$ cat config.mk
export PLATFORM = sky130hd
export DESIGN_NAME = prng_jitter_buffer
export DESIGN_NICKNAME = d
export VERILOG_FILES = /design/src/rtl/craft_rng_pkg.sv /design/src/rtl/jitter_pair_fifo.sv /design/src/rtl/prng_jitter_buffer.sv
export SDC_FILE = /design/constraint.sdc
export NUM_CORES = 1
export LEC_CHECK = 0
export BUFFER_PORTS_ARGS = -buffer_cell sky130_fd_sc_hd__buf_2
export CAP_MARGIN = 20
export CORE_ASPECT_RATIO = 1.5
export CORE_UTILIZATION = 40
export DETAILED_ROUTE_END_ITERATION = 8
export SYNTH_ARGS = -nofsm -noshare
export SYNTH_HDL_FRONTEND = slang
export SYNTH_SLANG_ARGS = --single-unit
$ cat constraint.sdc
create_clock -name clk -period 3 [get_ports clk]
set_clock_uncertainty 0.15 [all_clocks]
set_input_delay 0.3 -clock clk [delete_from_list [all_inputs] [get_ports clk]]
set_output_delay 0.3 -clock clk [all_outputs]
set_load 0.02 [all_outputs]
$ cat src/rtl/craft_rng_pkg.sv
// Shared types for the PRNG jitter path.
// Pair format and raw-to-signed jitter conversion.
package craft_rng_pkg;

    localparam int JITTER_W = 12;

    typedef logic signed [JITTER_W-1:0] jitter_t;

    typedef struct packed {
        jitter_t x;
        jitter_t y;
    } jitter_pair_t;

    // Inverting the MSB recentres an unsigned draw: r - 2048.
    function automatic jitter_t to_jitter(input logic [11:0] r);
        return jitter_t'({~r[11], r[10:0]});
    endfunction

endpackage

$ cat src/rtl/jitter_pair_fifo.sv
// Synchronous FIFO of jitter pairs.
// Supports push, pop, clear, count, full and empty.
module jitter_pair_fifo
    import craft_rng_pkg::*;
#(
    parameter int DEPTH = 4
) (
    input  logic         clk,
    input  logic         rst,
    input  logic         clear,
    input  logic         push,
    input  logic         pop,
    input  jitter_pair_t din,
    output jitter_pair_t dout,
    output logic [4:0]   count,
    output logic         full,
    output logic         empty
);

    localparam int AW = (DEPTH > 1) ? $clog2(DEPTH) : 1;

    jitter_pair_t mem [DEPTH];
    logic [AW-1:0] wr_ptr;
    logic [AW-1:0] rd_ptr;
    logic          do_push;
    logic          do_pop;

    assign full    = (count == 5'(DEPTH));
    assign empty   = (count == 5'd0);
    assign do_push = push && !full && !clear;
    assign do_pop  = pop && !empty && !clear;
    assign dout    = mem[rd_ptr];

    always_ff @(posedge clk) begin
        if (do_push) begin
            mem[wr_ptr] <= din;
        end
    end

    always_ff @(posedge clk) begin
        if (rst || clear) begin
            wr_ptr <= '0;
            rd_ptr <= '0;
            count  <= '0;
        end else begin
            if (do_push) begin
                wr_ptr <= wr_ptr + AW'(1);
            end
            if (do_pop) begin
                rd_ptr <= rd_ptr + AW'(1);
            end
            unique case ({do_push, do_pop})
                2'b10:   count <= count + 5'd1;
                2'b01:   count <= count - 5'd1;
                default: count <= count;
            endcase
        end
    end

endmodule

$ cat src/rtl/prng_jitter_buffer.sv
// Consumes xorshift PRNG draws, pairs them into signed (x,y)
// sub-pixel offsets and serves them over valid/ready.
module prng_jitter_buffer
    import craft_rng_pkg::*;
#(
    parameter int DEPTH  = 4,
    parameter int WARMUP = 4
) (
    input  logic        clk,
    input  logic        rst,
    input  logic        enable,
    input  logic        flush,
    output logic        prng_en,
    input  logic [11:0] prng_rand_num,
    output logic        jitter_valid,
    input  logic        jitter_ready,
    output logic [11:0] jitter_x,
    output logic [11:0] jitter_y,
    output logic [4:0]  fill_level
);

    localparam logic [0:0] ST_WARMUP = 1'b0;
    localparam logic [0:0] ST_RUN    = 1'b1;
    localparam logic [7:0] WARM_INIT = 8'(WARMUP);

    logic [0:0]   state;
    logic [7:0]   warm_cnt;
    logic         half_valid;
    jitter_t      x_hold;
    jitter_pair_t head;
    jitter_pair_t new_pair;
    logic [4:0]   count;
    logic         full;
    logic         empty;
    logic         run;
    logic         capture;
    logic         push;
    logic         pop;

    assign run      = (state == ST_RUN);
    assign prng_en  = !rst && !flush && enable && (!run || !full);
    assign capture  = prng_en && run;
    assign push     = capture && half_valid;
    assign new_pair = '{x: x_hold, y: to_jitter(prng_rand_num)};

    assign jitter_valid = !rst && !empty;
    assign pop          = jitter_valid && jitter_ready && !flush;
    assign jitter_x     = jitter_valid ? head.x : '0;
    assign jitter_y     = jitter_valid ? head.y : '0;
    assign fill_level   = rst ? 5'd0 : count;

    always_ff @(posedge clk) begin
        if (rst) begin
            state      <= (WARMUP == 0) ? ST_RUN : ST_WARMUP;
            warm_cnt   <= WARM_INIT;
            half_valid <= 1'b0;
            x_hold     <= '0;
        end else begin
            if (prng_en && !run) begin
                warm_cnt <= warm_cnt - 8'd1;
                if (warm_cnt <= 8'd1) begin
                    state <= ST_RUN;
                end
            end
            // A flush cycle never captures, so dropping the half pair is safe.
            if (flush) begin
                half_valid <= 1'b0;
            end else if (capture) begin
                if (!half_valid) begin
                    x_hold <= to_jitter(prng_rand_num);
                end
                half_valid <= !half_valid;
            end
        end
    end

    jitter_pair_fifo #(
        .DEPTH(DEPTH)
    ) u_fifo (
        .clk   (clk),
        .rst   (rst),
        .clear (flush),
        .push  (push),
        .pop   (pop),
        .din   (new_pair),
        .dout  (head),
        .count (count),
        .full  (full),
        .empty (empty)
    );

endmodule

==> out/metrics.cfg <==
[synth]
ys_types=45
syn-cell-area_mm2=0.005310
avgSynthCellArea_um2=15.71
ys_seq_area_share_pct=66.73
yosys_warnings=0
synth_fa_ha_area_share_pct=2.356
synth_top_family_by_area=multiplexers
syn-num-nets=365
ys_top_cells_by_area=edfxtp_1 54%, dfxtp_1 12%, mux4_2 10%
synthMuxAreaShare_pct=13.20
synth_seq_cells=129
async_flop_share_pct=0
synth_enable_flop_cells=96
synth_top_area_share_pct=54.29
synth_ff_type=edfxtp_1
synth_top_cell_by_area=edfxtp_1
synth_compound_area_share_pct=3.770
netlist_instances=338
synth-xor-area-share_pct=1.814
synth_simple_gate_area_share_pct=9.614

[min_path]
min_to=u_fifo.mem[0][2]$_DFFE_PP_
hold_path.class=input pin to register
holdPathStages=1
min_from=prng_rand_num[2]

[floorplanning]
fp.dieH_um=143.1
core_mm2=0.01295
die_area_mm2=0.01375
start_util_pct=40.99
pin_count=48
num_rows=51
die_w_um=96.08

[cells_and_area]
fillers=1131
finish.utilization_pct=49.59
final_common_cell=edfxtp_1
layout_common_cells=96 x edfxtp_1, 47 x buf_2, 31 x dfxtp_1
drive_gt1_share_pct=30.95
final_cells=579
area_delta_synth_final_pct=20.97
diodes=0
final_nets=434

[grt]
grtUsageTotal_pct=15.91
grt_remaining_overflow=0
grt_pass1_vias=3039
antenna_found_initial=0
grt_max_degree=31
grt_pass1_wl_mm=15.77

[setup_path]
crit_type=register to register
reg2reg_slack_ns=0.12
setup.worst_path.start_class=register
crit_arrival_ns=3.06
ff2ff_path_depth=11
crit_path_max_fanout=5
end_kind=register
r2r-start=u_fifo.count[0]$_SDFFE_PP0P_
crit_required_ns=3.18
regToRegEndpoint=u_fifo.count[4]$_SDFFE_PP0P_

[place]
dp_cells=542
numPortBuffers=47
place.gp.congestion=0.7446
post-dp-hpwl_mm=6.094

[route]
drt-initial-drc-count=99
wl_met3_um=335
vias_per_cell=5.085
highest-signal-layer=met4
drc=0
finalWirelength_mm=9.951
vias=2944
wl_met2_mm=5.297
ant_nets=0
dr.pass1.iters=4
wl_per_cell_um=17.19
wl_met1_mm=4.224

[timing]
tightest_slew_ns=0.5984
period_share_pct=96.10
finalMaxSlewViolations=0
fmax_ghz=0.3469
hold_viol_final=0
final-setup-viol-count=0
grt_setup_unrepaired=no
final.setup.tns_ns=0
period_needed_ns=2.883
relSlewSlack_pct=60.00

[pwr]
combPwrFrac_pct=1.8
p_switching_mw=0.7828
ir_drop_uv=376.3
pwr-share-seq_pct=48.3
clkPwrFrac_pct=49.9
p_int_mw=3.178
switching_share_pct=19.76
powerDensity_mw_per_mm2=616.6
leakage_nw=2.471

[clocking]
cts_tree=built
htreeDepth=4
clock_sinks=129
clk_pin_slew_ns=0.06
clk_path_buf_depth=2
cts_buffers=17
ctsRootBufferMaster=clkbuf_16
clk_latency_ns=0.40

[run_status]
outcome=finished, final reports clean

[run]
cap_viol_max_count=0

-- sequential cells by signal, summed over array words and instances (netlist names), named ones only --
| signal | flops |
|---|---|
| warm_cnt | 8 |
| half_valid | 1 |
| u_fifo.mem | 96 |
| u_fifo.wr_ptr | 2 |
| run | 1 |
| u_fifo.rd_ptr | 2 |
| x_hold | 12 |
| u_fifo.count | 5 |
-- layout make-up --
| class | count | area [µm²] | share of cell area (%) |
|---|---|---|---|
| Tap cell | 159 | 198.9 | 3.097 |
| Multi-Input combinational cell | 180 | 1654 | 25.75 |
| Clock inverter | 13 | 135.1 | 2.104 |
| Timing Repair Buffer | 68 | 405.4 | 6.311 |
| Inverter | 11 | 41.29 | 0.6428 |
| Clock buffer | 19 | 442.9 | 6.895 |
| Sequential cell | 129 | 3546 | 55.20 |
-- power groups by stage --
stage	clock [mW]	combinational [mW]	sequential, mW
after floorplan	0	0.0316	1.95
after global placement	0	0.0648	1.95
after detailed placement	0	0.0659	1.95
after CTS	2.01	0.0705	1.91
after global routing	2.10	0.0779	1.91
final	1.98	0.0696	1.91
-- how the worst max path moves through the flow --
stage	startpoint	endpoint	cells after the start
final	u_fifo.count[0]$_SDFFE_PP0P_	u_fifo.count[4]$_SDFFE_PP0P_	11
after global routing	u_fifo.count[0]$_SDFFE_PP0P_	jitter_y[6]	6
after CTS	u_fifo.count[0]$_SDFFE_PP0P_	u_fifo.count[4]$_SDFFE_PP0P_	10
after detailed placement	u_fifo.count[0]$_SDFFE_PP0P_	u_fifo.count[4]$_SDFFE_PP0P_	10
after global placement	u_fifo.count[0]$_SDFFE_PP0P_	u_fifo.count[4]$_SDFFE_PP0P_	10
after floorplan	u_fifo.count[0]$_SDFFE_PP0P_	u_fifo.count[2]$_SDFFE_PP0P_	13
-- worst max-delay path, stage by stage (launching register included) --
cell	delay, ns
dfxtp_2	0.34
or4_4	0.55
o2111a_2	0.29
and2_1	0.15
inv_1	0.07
ha_2	0.20
xor2_1	0.08
ha_2	0.20
o21ai_0	0.18
a21oi_1	0.09
o32ai_2	0.29
mux2i_1	0.22
-- layer usage --
layer | GRT usage [%] | vias up
li1 | - | 1412
met1 | 18.01 | 1465
met2 | 28.14 | 59
met3 | 4.366 | 8
met4 | 5.656 | 0
met5 | 0 | -
-- cell usage after synthesis (4+ instances only) --
library cell	n
a21oi_1	8
and2b_1	4
and3_1	6
clkbuf_1	12
dfxtp_1	33
edfxtp_1	96
ha_1	10
inv_1	11
mux2i_1	16
mux4_2	24
nand3_1	4
nor2_1	30
nor2b_1	26
o21ai_0	5
xor2_1	8
-- cells by family after synthesis --
logic type               Yosys count
AO/OA/AOI/OAI                     28
XOR/XNOR                          11
adder cells (fa/ha/maj)           10
buffers and inverters             29
flip-flops                       129
multiplexers                      40
AND/OR/NAND/NOR                   91
-- per-stage QoR --
stage	worst slack, ns	power [mW]	hold WS, ns	area, µm²
global route	0.009456	4.092	0.007486	6424
detailed placement	0.06087	2.017	0.3337	5784
floorplan	-0.01313	1.982	0.2489	5331
finish	0.1170	3.961	0.007957	6424
global placement	0.1352	2.016	0.3215	5784
CTS	0.04257	3.996	0.006378	6402
-- what timing repair did --
action,in CTS,in global routing
hold endpoints to repair,16,1
setup buffers,0,0
setup endpoints to repair,0,2
hold buffers,4,1
resized for setup,0,4
(Power assumes the default switching activity.)
